**config.mk**
```make
export PLATFORM = sky130hd
export DESIGN_NAME = mmio_bridge
export DESIGN_NICKNAME = d
export VERILOG_FILES = /design/src/rtl/mmio_bridge_pkg.sv /design/src/rtl/mmio_bridge_fifo.sv /design/src/rtl/mmio_bridge.sv
export SDC_FILE = /design/constraint.sdc
export NUM_CORES = 1
export LEC_CHECK = 0
export BUFFER_PORTS_ARGS = -buffer_cell sky130_fd_sc_hd__buf_4
export CAP_MARGIN = 20
export CORE_UTILIZATION = 35
export CTS_CLUSTER_DIAMETER = 80
export DETAILED_ROUTE_END_ITERATION = 7
export MAX_ROUTING_LAYER = met4
export PLACE_DENSITY_LB_ADDON = 0.15
export RECOVER_POWER = 100
export SYNTH_ARGS = -nofsm -noshare
export SYNTH_HDL_FRONTEND = slang
export SYNTH_SLANG_ARGS = --single-unit
```
**constraint.sdc**
```tcl
create_clock -name clk_in -period 3.87 [get_ports clk_in]
set_clock_uncertainty 0.05 [all_clocks]
set_input_delay 0.774 -clock clk_in [delete_from_list [all_inputs] [get_ports clk_in]]
set_output_delay 0.774 -clock clk_in [all_outputs]
set_load 0.02 [all_outputs]
```
**src/rtl/mmio_bridge_pkg.sv**
```systemverilog
// Shared constants, read-select codes and decode helper for the MMIO bridge.
// Width macros are guarded so an including project may override them.
`ifndef MMIO_BYTE_W
`define MMIO_BYTE_W 8
`endif
`ifndef MMIO_WORD_W
`define MMIO_WORD_W 32
`endif

package mmio_bridge_pkg;

    localparam int BYTE_W = `MMIO_BYTE_W;
    localparam int WORD_W = `MMIO_WORD_W;

    localparam logic [17:0] IO_BASE   = 18'h30000;
    localparam logic [1:0]  IO_REGION = IO_BASE[17:16];

    localparam logic [15:0] OFF_UART = 16'h0000;
    localparam logic [15:0] OFF_CNT  = 16'h0004;
    localparam logic [15:0] OFF_STAT = 16'h0008;

    typedef enum logic [3:0] {
        SEL_RAM,
        SEL_RX,
        SEL_CNT0,
        SEL_CNT1,
        SEL_CNT2,
        SEL_CNT3,
        SEL_STAT0,
        SEL_STAT1,
        SEL_ZERO
    } sel_e;

    function automatic logic is_io_addr(input logic [17:0] addr);
        return addr[17:16] == IO_REGION;
    endfunction

endpackage

```
**src/rtl/mmio_bridge_fifo.sv**
```systemverilog
// Small circular byte FIFO with exposed count/next-count; head is read
// combinationally so the consumer sees the oldest byte without extra latency.
module byte_fifo #(
    parameter int DEPTH_LOG = 3,
    parameter int WIDTH     = 8
) (
    input  logic                 clk,
    input  logic                 srst,
    input  logic                 push,
    input  logic [WIDTH-1:0]     push_data,
    input  logic                 pop,
    output logic [WIDTH-1:0]     head,
    output logic [DEPTH_LOG:0]   count,
    output logic [DEPTH_LOG:0]   count_next,
    output logic                 full,
    output logic                 empty,
    output logic                 push_drop
);

    localparam int DEPTH = 1 << DEPTH_LOG;
    localparam logic [DEPTH_LOG:0]   FULL_COUNT = {1'b1, {DEPTH_LOG{1'b0}}};
    localparam logic [DEPTH_LOG:0]   CNT_ONE    = {{DEPTH_LOG{1'b0}}, 1'b1};
    localparam logic [DEPTH_LOG-1:0] PTR_ONE    = {{(DEPTH_LOG-1){1'b0}}, 1'b1};

    logic [WIDTH-1:0]     mem_reg [DEPTH];
    logic [DEPTH_LOG-1:0] wr_ptr_reg;
    logic [DEPTH_LOG-1:0] rd_ptr_reg;
    logic [DEPTH_LOG:0]   count_reg;
    logic                 push_ok;
    logic                 pop_ok;

    assign full      = (count_reg == FULL_COUNT);
    assign empty     = (count_reg == '0);
    assign pop_ok    = pop & ~empty;
    // A pop in the same cycle frees the slot, so a push into a full FIFO is still taken.
    assign push_ok   = push & (~full | pop_ok);
    assign push_drop = push & ~push_ok;

    assign count = count_reg;
    assign head  = mem_reg[rd_ptr_reg];

    always_comb begin
        count_next = count_reg;
        case ({push_ok, pop_ok})
            2'b10:   count_next = count_reg + CNT_ONE;
            2'b01:   count_next = count_reg - CNT_ONE;
            default: count_next = count_reg;
        endcase
    end

    always_ff @(posedge clk) begin
        if (push_ok) begin
            mem_reg[wr_ptr_reg] <= push_data;
        end
    end

    always_ff @(posedge clk) begin
        if (srst) begin
            wr_ptr_reg <= '0;
            rd_ptr_reg <= '0;
            count_reg  <= '0;
        end else begin
            if (push_ok) begin
                wr_ptr_reg <= wr_ptr_reg + PTR_ONE;
            end
            if (pop_ok) begin
                rd_ptr_reg <= rd_ptr_reg + PTR_ONE;
            end
            count_reg <= count_next;
        end
    end

endmodule

```
**src/rtl/mmio_bridge.sv**
```systemverilog
// Splits the CPU byte bus between RAM and I/O: UART TX FIFO, RX path, cycle
// counter snapshot and program-stop flag. Define MMIO_STAT_EN for the drop counter.
module mmio_bridge
    import mmio_bridge_pkg::*;
#(
    parameter int TX_DEPTH_LOG = 3,
    parameter int FULL_MARGIN  = 2,
    parameter int RAM_AW       = 17
) (
    input  logic              clk_in,
    input  logic              rst_in,
    input  logic [31:0]       cpu_mem_a,
    input  logic              cpu_mem_wr,
    input  logic [BYTE_W-1:0] cpu_mem_dout,
    output logic [BYTE_W-1:0] cpu_mem_din,
    output logic              io_buffer_full,
    output logic              ram_we,
    output logic [RAM_AW-1:0] ram_a,
    output logic [BYTE_W-1:0] ram_wdata,
    input  logic [BYTE_W-1:0] ram_rdata,
    output logic              tx_valid,
    output logic [BYTE_W-1:0] tx_data,
    input  logic              tx_ready,
    input  logic              rx_valid,
    input  logic [BYTE_W-1:0] rx_data,
    output logic              rx_ack,
    output logic              prog_stop
);

    localparam int FULL_LEVEL = (1 << TX_DEPTH_LOG) - FULL_MARGIN;
    localparam int NUM_BYTES  = WORD_W / BYTE_W;

    logic                  is_io;
    logic [15:0]           io_off;
    logic                  rd_req;
    logic                  wr_io;
    logic                  uart_wr;
    logic                  stop_wr;
    sel_e                  sel_next;
    sel_e                  sel_reg;
    logic                  rd_valid_reg;
    logic [BYTE_W-1:0]     rx_byte_reg;
    logic [WORD_W-1:0]     cnt_reg;
    logic [WORD_W-1:0]     snap_reg;
    logic [BYTE_W-1:0]     snap_bytes [NUM_BYTES];
    logic                  prog_stop_reg;
    logic                  io_full_reg;

    logic                  tx_push;
    logic [BYTE_W-1:0]     tx_push_data;
    logic                  tx_pop;
    logic [TX_DEPTH_LOG:0] tx_count;
    logic [TX_DEPTH_LOG:0] tx_count_next;
    logic                  tx_full;
    logic                  tx_empty;
    logic                  tx_drop;

    logic                  unused_bits;
    assign unused_bits = ^{cpu_mem_a[31:18], tx_full, tx_empty};

    assign is_io  = is_io_addr(cpu_mem_a[17:0]);
    assign io_off = cpu_mem_a[15:0];
    assign rd_req = ~cpu_mem_wr & ~rst_in;
    assign wr_io  = cpu_mem_wr & ~rst_in & is_io;

    assign ram_a     = cpu_mem_a[RAM_AW-1:0];
    assign ram_we    = cpu_mem_wr & ~rst_in & ~is_io;
    assign ram_wdata = cpu_mem_dout;

    // rx_ack is combinational so the UART sees its byte consumed in the read cycle itself.
    assign rx_ack = rd_req & is_io & (io_off == OFF_UART) & rx_valid;

    assign uart_wr      = wr_io & (io_off == OFF_UART);
    assign stop_wr      = wr_io & (io_off == OFF_CNT);
    assign tx_push      = (uart_wr & (cpu_mem_dout != '0)) | stop_wr;
    assign tx_push_data = stop_wr ? '0 : cpu_mem_dout;
    assign tx_valid     = (tx_count != '0);
    assign tx_pop       = tx_valid & tx_ready;

    assign io_buffer_full = io_full_reg;
    assign prog_stop      = prog_stop_reg;

    byte_fifo #(
        .DEPTH_LOG (TX_DEPTH_LOG),
        .WIDTH     (BYTE_W)
    ) u_tx_fifo (
        .clk        (clk_in),
        .srst       (rst_in),
        .push       (tx_push),
        .push_data  (tx_push_data),
        .pop        (tx_pop),
        .head       (tx_data),
        .count      (tx_count),
        .count_next (tx_count_next),
        .full       (tx_full),
        .empty      (tx_empty),
        .push_drop  (tx_drop)
    );

    // Read-source decode for the access presented this cycle.
    always_comb begin
        sel_next = SEL_RAM;
        if (is_io) begin
            if (io_off[15:2] == OFF_CNT[15:2]) begin
                case (io_off[1:0])
                    2'd0:    sel_next = SEL_CNT0;
                    2'd1:    sel_next = SEL_CNT1;
                    2'd2:    sel_next = SEL_CNT2;
                    default: sel_next = SEL_CNT3;
                endcase
            end else if (io_off == OFF_UART) begin
                sel_next = SEL_RX;
            end else if (io_off[15:1] == OFF_STAT[15:1]) begin
`ifdef MMIO_STAT_EN
                sel_next = io_off[0] ? SEL_STAT1 : SEL_STAT0;
`else
                sel_next = SEL_ZERO;
`endif
            end else begin
                sel_next = SEL_ZERO;
            end
        end
    end

    always_ff @(posedge clk_in) begin
        if (rst_in) begin
            sel_reg      <= SEL_RAM;
            rd_valid_reg <= 1'b0;
            rx_byte_reg  <= '0;
            snap_reg     <= '0;
        end else begin
            rd_valid_reg <= rd_req;
            if (rd_req) begin
                sel_reg <= sel_next;
                if (sel_next == SEL_RX) begin
                    rx_byte_reg <= rx_valid ? rx_data : '0;
                end
                // Only byte 0 snapshots, so a 4-byte read sequence is coherent.
                if (sel_next == SEL_CNT0) begin
                    snap_reg <= cnt_reg;
                end
            end
        end
    end

    always_ff @(posedge clk_in) begin
        if (rst_in) begin
            cnt_reg       <= '0;
            prog_stop_reg <= 1'b0;
            io_full_reg   <= 1'b0;
        end else begin
            cnt_reg     <= cnt_reg + WORD_W'(1);
            io_full_reg <= (int'(tx_count_next) >= FULL_LEVEL);
            if (stop_wr) begin
                prog_stop_reg <= 1'b1;
            end
        end
    end

    genvar gi;
    generate
        for (gi = 0; gi < NUM_BYTES; gi++) begin : g_snap_byte
            assign snap_bytes[gi] = snap_reg[gi*BYTE_W +: BYTE_W];
        end
    endgenerate

`ifdef MMIO_STAT_EN
    logic [15:0] stat_reg;

    always_ff @(posedge clk_in) begin
        if (rst_in) begin
            stat_reg <= '0;
        end else if (tx_drop && (stat_reg != 16'hFFFF)) begin
            stat_reg <= stat_reg + 16'd1;
        end
    end
`else
    logic unused_drop;
    assign unused_drop = tx_drop;
`endif

    // rd_valid_reg gates the mux so writes, idle-after-reset and reset itself return 0.
    always_comb begin
        cpu_mem_din = '0;
        if (rd_valid_reg) begin
            case (sel_reg)
                SEL_RAM:   cpu_mem_din = ram_rdata;
                SEL_RX:    cpu_mem_din = rx_byte_reg;
                SEL_CNT0:  cpu_mem_din = snap_bytes[0];
                SEL_CNT1:  cpu_mem_din = snap_bytes[1];
                SEL_CNT2:  cpu_mem_din = snap_bytes[2];
                SEL_CNT3:  cpu_mem_din = snap_bytes[3];
`ifdef MMIO_STAT_EN
                SEL_STAT0: cpu_mem_din = stat_reg[7:0];
                SEL_STAT1: cpu_mem_din = stat_reg[15:8];
`endif
                default:   cpu_mem_din = '0;
            endcase
        end
    end

endmodule

```
* Word level (Yosys, flattened, before mapping)
Memories as Yosys holds them, arrays and structs flattened. A register that Yosys moved wholly into a read port is not among the register bits.
Cells that the tools add are included.
** Word-level totals
- Flip-flop bits (word level) :: 89
- Bits in writable memories :: 64
- Input port bits :: 61
- Output and inout bits :: 46
- Logic and storage cells :: 73
- Memories kept :: 1
** Operators by class
- $add $sub $neg :: 5
- Order comparisons :: 1
- Equality and inequality tests :: 15
- Mux-type cells :: 13
- Bitwise logic cells :: 20
- Reduce and logical (&&, ||, !) cells :: 8
** Memory list
- u_tx_fifo.mem_reg :: depth 8, bits a word 8, rd ports 1, clocked after memory_dff 1, wr ports 1, line mmio_bridge_fifo.sv:25 : logic [WIDTH-1:0] mem_reg [DEPTH];
** Operators with widths (count)
- one-hot mux 8 bit (6 select lines) :: 1
- adder 32 x 1 -> 32 bit, second input constant :: 1
- two-way mux 8 bit :: 3
- == test 16 x 3 -> 1 bit, second input constant :: 1
- logical NOT 16 bit :: 1
- == test 14 x 1 -> 1 bit, second input constant :: 1
- AND 1 bit :: 13
- == test 4 x 2 -> 1 bit, second input constant :: 3
- two-way mux 4 bit :: 3
- one-hot mux 3 bit (3 select lines) :: 1
- == test 4 x 1 -> 1 bit, second input constant :: 2
- == test 4 x 3 -> 1 bit, second input constant :: 2
- logical NOT 4 bit :: 2
- one-hot mux 4 bit (2 select lines) :: 1
- nonzero test 8 bit :: 1
- adder 3 x 1 -> 3 bit, second input constant :: 2
- == test 2 bit, second input constant :: 3
- two-way mux 3 bit :: 2
- NOT 1 bit :: 5
- adder 4 x 1 -> 4 bit, second input constant :: 1
- == test 2 x 1 -> 1 bit, second input constant :: 2
- == test 4 bit, second input constant :: 1
- >= comparator 4 x 3 -> 1 bit, second input constant :: 1
- AND reduction 2 bit :: 2
- other kinds (5) :: 7

* Depth between registers and ports, before layout
- Word-level depth :: 10
- Gate-level depth with buffers :: 12
- Gate-level depth less buffers :: 12

* By module
A second synthesis with hierarchy kept.
** Unflattened totals
- Cells, all modules :: 667
- Area, all modules :: 7236.9 µm²
** By module, submodules not included
- mmio_bridge :: times used 1, cells an instance 483, area an instance 4055.1 µm²
- byte_fifo :: times used 1, cells an instance 184, area an instance 3181.8 µm²

* Worst setup path before layout
No wires, ideal clock.
- Path kind :: input to register
- From :: in cpu_mem_a[9]
- To :: reg io_full_reg, in the netlist io_buffer_full
- Setup time :: 122 ps
- Arrival time :: 3181 ps
- Data required time :: 3698 ps
- Path slack :: 517 ps
- Stages :: 12
- Path buffers :: 0
- Cell sequence :: nor4_1 nand4_1 or3_1 nand2_1 inv_1 ha_1 a21o_1 a21o_1 o21ai_0 o311a_1 a211oi_2 a311o_1
** On the way
- Word-level cells in the longest chain between the ends :: 8
- Elaborated cells between the ends (all ways) :: 11
- Those cells by class :: 1 x order compare; 3 x eq/ne; 1 x mux; 5 x bitwise; 1 x reduce/logical
** Ends and longest elaborated chain
- start: declaration :: line mmio_bridge.sv:12 : input logic [31:0] cpu_mem_a,
- logical NOT 16 bit :: line mmio_bridge.sv:73 : assign uart_wr = wr_io & (io_off == OFF_UART);
- AND 1 bit :: line mmio_bridge.sv:73
- AND 1 bit :: line mmio_bridge.sv:75 : assign tx_push = (uart_wr & (cpu_mem_dout != '0)) | stop_wr;
- OR 1 bit * :: line mmio_bridge.sv:75
- AND 1 bit * :: line mmio_bridge_fifo.sv:36 : assign push_ok = push & (~full | pop_ok);
- == test 2 x 1 -> 1 bit or == test 2 bit (tied branches) :: line mmio_bridge_fifo.sv:44 : case ({push_ok, pop_ok})
- one-hot mux 4 bit (2 select lines) * :: line mmio_bridge_fifo.sv:44
- >= comparator 4 x 3 -> 1 bit * :: line mmio_bridge.sv:153 : io_full_reg <= (int'(tx_count_next) >= FULL_LEVEL);
- end signal: assignment :: line mmio_bridge.sv:153
- end: declaration :: line mmio_bridge.sv:47 : logic io_full_reg;
Mark *: on every way between the ends. The rest lies on a longest branch, timed or not.
A chain may end at the register's enable or synchronous reset.

* Final worst setup path
- From :: in cpu_mem_dout[2]
- To :: reg io_full_reg, in the netlist io_buffer_full
** On the way
- Word-level cells in the longest chain between the ends :: 7
- Elaborated cells between the ends (all ways) :: 8
- Those cells by class :: 1 x order compare; 2 x eq/ne; 1 x mux; 3 x bitwise; 1 x reduce/logical
** Ends and longest elaborated chain
- start: declaration :: line mmio_bridge.sv:14 : input logic [BYTE_W-1:0] cpu_mem_dout,
- nonzero test 8 bit * :: line mmio_bridge.sv:75
- AND 1 bit * :: line mmio_bridge.sv:75
- OR 1 bit * :: line mmio_bridge.sv:75
- AND 1 bit * :: line mmio_bridge_fifo.sv:36
- == test 2 x 1 -> 1 bit or == test 2 bit (tied branches) :: line mmio_bridge_fifo.sv:44
- one-hot mux 4 bit (2 select lines) * :: line mmio_bridge_fifo.sv:44
- >= comparator 4 x 3 -> 1 bit * :: line mmio_bridge.sv:153
Marks and branches as above.

==> metrics.md <==
| Metric | Value |
|---|---|
| Clock buffer count from CTS | `17` |
| Initial DRC count | `253` |
| Pwr dens | `425 nW/µm²` |
| Root buf cell | `clkbuf_16` |
| Post CTS Setup Buffer Count | `0` |
| Pin count of the biggest net entering global routing | `94` |
| Max reg flops | `64` |
| Count leader, synth | `nand2_1` |
| Synthesized cell area | `6970 µm²` |
| CTS tree | `yes` |
| Setup violations, final | `0` |
| FF-to-FF path depth | `6` |
| Maximum operating frequency | `301 MHz` |
| Synth area leader | `edfxtp_1` |
| Fin Hold WS | `393 ps` |
| WP data arrival | `3580 ps` |
| Skew-Pair Late Insertion Delay | `420 ps` |
| CP Class | `in -> reg` |
| Post-synth top area share | `0.276` |
| Hold buffer count at CTS | `0` |
| Status | `finished, final reports clean` |
| Synth top area cells | `edfxtp_1, dfxtp_1, mux4_2, nand2_1, a21oi_1` |
| Number of H-tree levels | `4` |
| Register area share after synthesis | `0.540` |
| Crit-path max FO | `4` |
| Routed wire length | `16300 µm` |
| CP startpoint kind | `input pin` |
| Initial antenna violation count | `0` |
| Core outline area | `19500 µm²` |
| Sink Count | `156` |
| GRT Util Overall | `0.176` |
| Max-cap viol count | `0` |
| DP HPWL | `11200 µm` |
| Final nets | `799` |
| Vias in the first global route | `5047` |
| Worst-path clk slew | `60 ps` |
| Rel. slew slack | `0.0304` |
| Initial Util | `0.358` |
| WL per Instance | `16.1 µm` |
| First-pass GRT wire length | `26300 µm` |
| Crit. Startpoint | `cpu_mem_dout[2]` |
| Leakage dissipation | `2.69 nW` |
| Setup_tns | `0 ps` |
| Syn Nets | `728` |
| Crit path time final | `3330 ps` |
| Final Max Slew Viols | `0` |
| Die area | `20500 µm²` |
| Top cells by count, synth | `nand2_1, dfxtp_1, nor2_1, edfxtp_1, a21oi_1` |
| Post-synth ARST share | `0` |
| GP Congestion | `0.869` |
| Vias per cell | `4.98` |
| Worst VDD drop | `0.316 mV` |
| Die width | `143 µm` |
| Hold_sp | `prog_stop` |
| Post-synth EDFFs | `64` |
| Synth Instances | `661` |
| Top Ports | `107` |
| Synth-to-layout area growth | `16.0%` |
| FP Rows | `51` |
| ANT nets after route | `0` |
| Register area | `3760 µm²` |
| Die Y | `143 µm` |
| Mean Syn Cell Area | `10.5 µm²` |
| Drt drc | `0` |
| Final period utilization | `0.860` |
| Yosys warnings | `0` |
| Synth unique cells | `53` |
| Detailed-router iteration count before antenna repair | `4` |
| Critical R2R Launch | `cnt_reg[2]` |
| Cell depth of the worst hold path | `2` |
| Unrepaired setup endpoints after global routing | `false` |
| Share of cells above drive strength 1 | `0.154` |
| Fillers | `1924` |
| Ant diodes | `0` |
| Via count | `5029` |
| Gr ovfl total | `0` |
| Area of the multi-input gates | `2790 µm²` |
| IO buf count | `92` |
| Hold WC Path Type | `reg -> reg` |
| Yosys reg bits | `156` |
| Post-cts resize count | `0` |
| Final Hold Fails | `0` |
| Worst slew pin tran | `1450 ps` |
| Top_reg_cell synth | `dfxtp_1` |
| Endpoint class of the critical path | `flip-flop` |
| CP Data Required Time | `4130 ps` |
| Clock Tree Buf Depth | `2` |
placed cells by master, fill, tap and decap left out, types with 11 or more instances in the layout:
cell type / count
dfxtp_1: 92
mux4_2: 18
clkbuf_16: 18
nor2_1: 73
mux2i_1: 13
clkbuf_1: 58
or3_1: 11
xor2_1: 19
edfxtp_1: 64
nand2_1: 99
nand3_1: 22
a21oi_1: 59
buf_4: 52
through the flow:
stage                     setup WS [ps]  area (µm²)   util  power (mW)  cells
after floorplan                     517        6970      -        1.88    661
after global placement              183        7810  0.401        1.96    978
after detailed placement            152        7810  0.401        1.96    978
after CTS                           582        8360  0.429        3.49   1010
after global routing                243        8080  0.415        3.56   1010
final                               543        8080  0.415        3.43   1010
worst paths after layout:
kind | endpoint | slack, ps
setup / recovery | io_buffer_full | 540
hold reg to reg | prog_stop | 390
setup reg to reg | cnt_reg[31] | 990
hold / removal | prog_stop | 390
layout make-up:
type                       instances  area share
clock inverter                    10     0.00758
clock buffer                      22      0.0601
sequential                       156       0.466
inverter                          10     0.00464
timing repair buffer             110      0.0761
tap                              265      0.0410
multi-input combinational        437       0.345
worst max-delay path, stage by stage:
cell and delay [ps]:
buf_4 120, or4_4 550, nor4_4 300, or3_1 250, nand2_1 120, inv_1 100, ha_1 230, a21o_1 160
a21o_1 210, o21ai_0 150, o311a_1 180, a211oi_1 60, a311o_1 360
where the power goes:
group	total [mW]	leakage [nW]	internal (mW)	switching, mW
clock	1.53	0.267	0.889	0.643
sequential	1.72	1.32	1.72	0.00704
combinational	0.179	1.10	0.0716	0.107
total	3.43	2.69	2.68	0.758
kinds of logic after synthesis:
| kind of cell | count (synthesis) | synth area share |
|---|---|---|
| and+or+nand+nor | 270 | 0.189 |
| DFF | 156 | 0.540 |
| adders and majority gates | 6 | 0.0118 |
| AOI/OAI and AO/OA | 91 | 0.0763 |
| xor gates and xnor gates | 28 | 0.0352 |
| buffers and inverters | 68 | 0.0511 |
| muxes | 42 | 0.0964 |
per-layer routing:
metal / vias to the layer above / track usage / wire, µm
li1: 2468 / - / -
met1: 2451 / 0.205 / 7200
met2: 95 / 0.297 / 8180
met3: 15 / 0.0412 / 700
met4: 0 / 0.0617 / 219
met5: - / - / 0
Note: power is estimated with default switching activity, not from simulation.
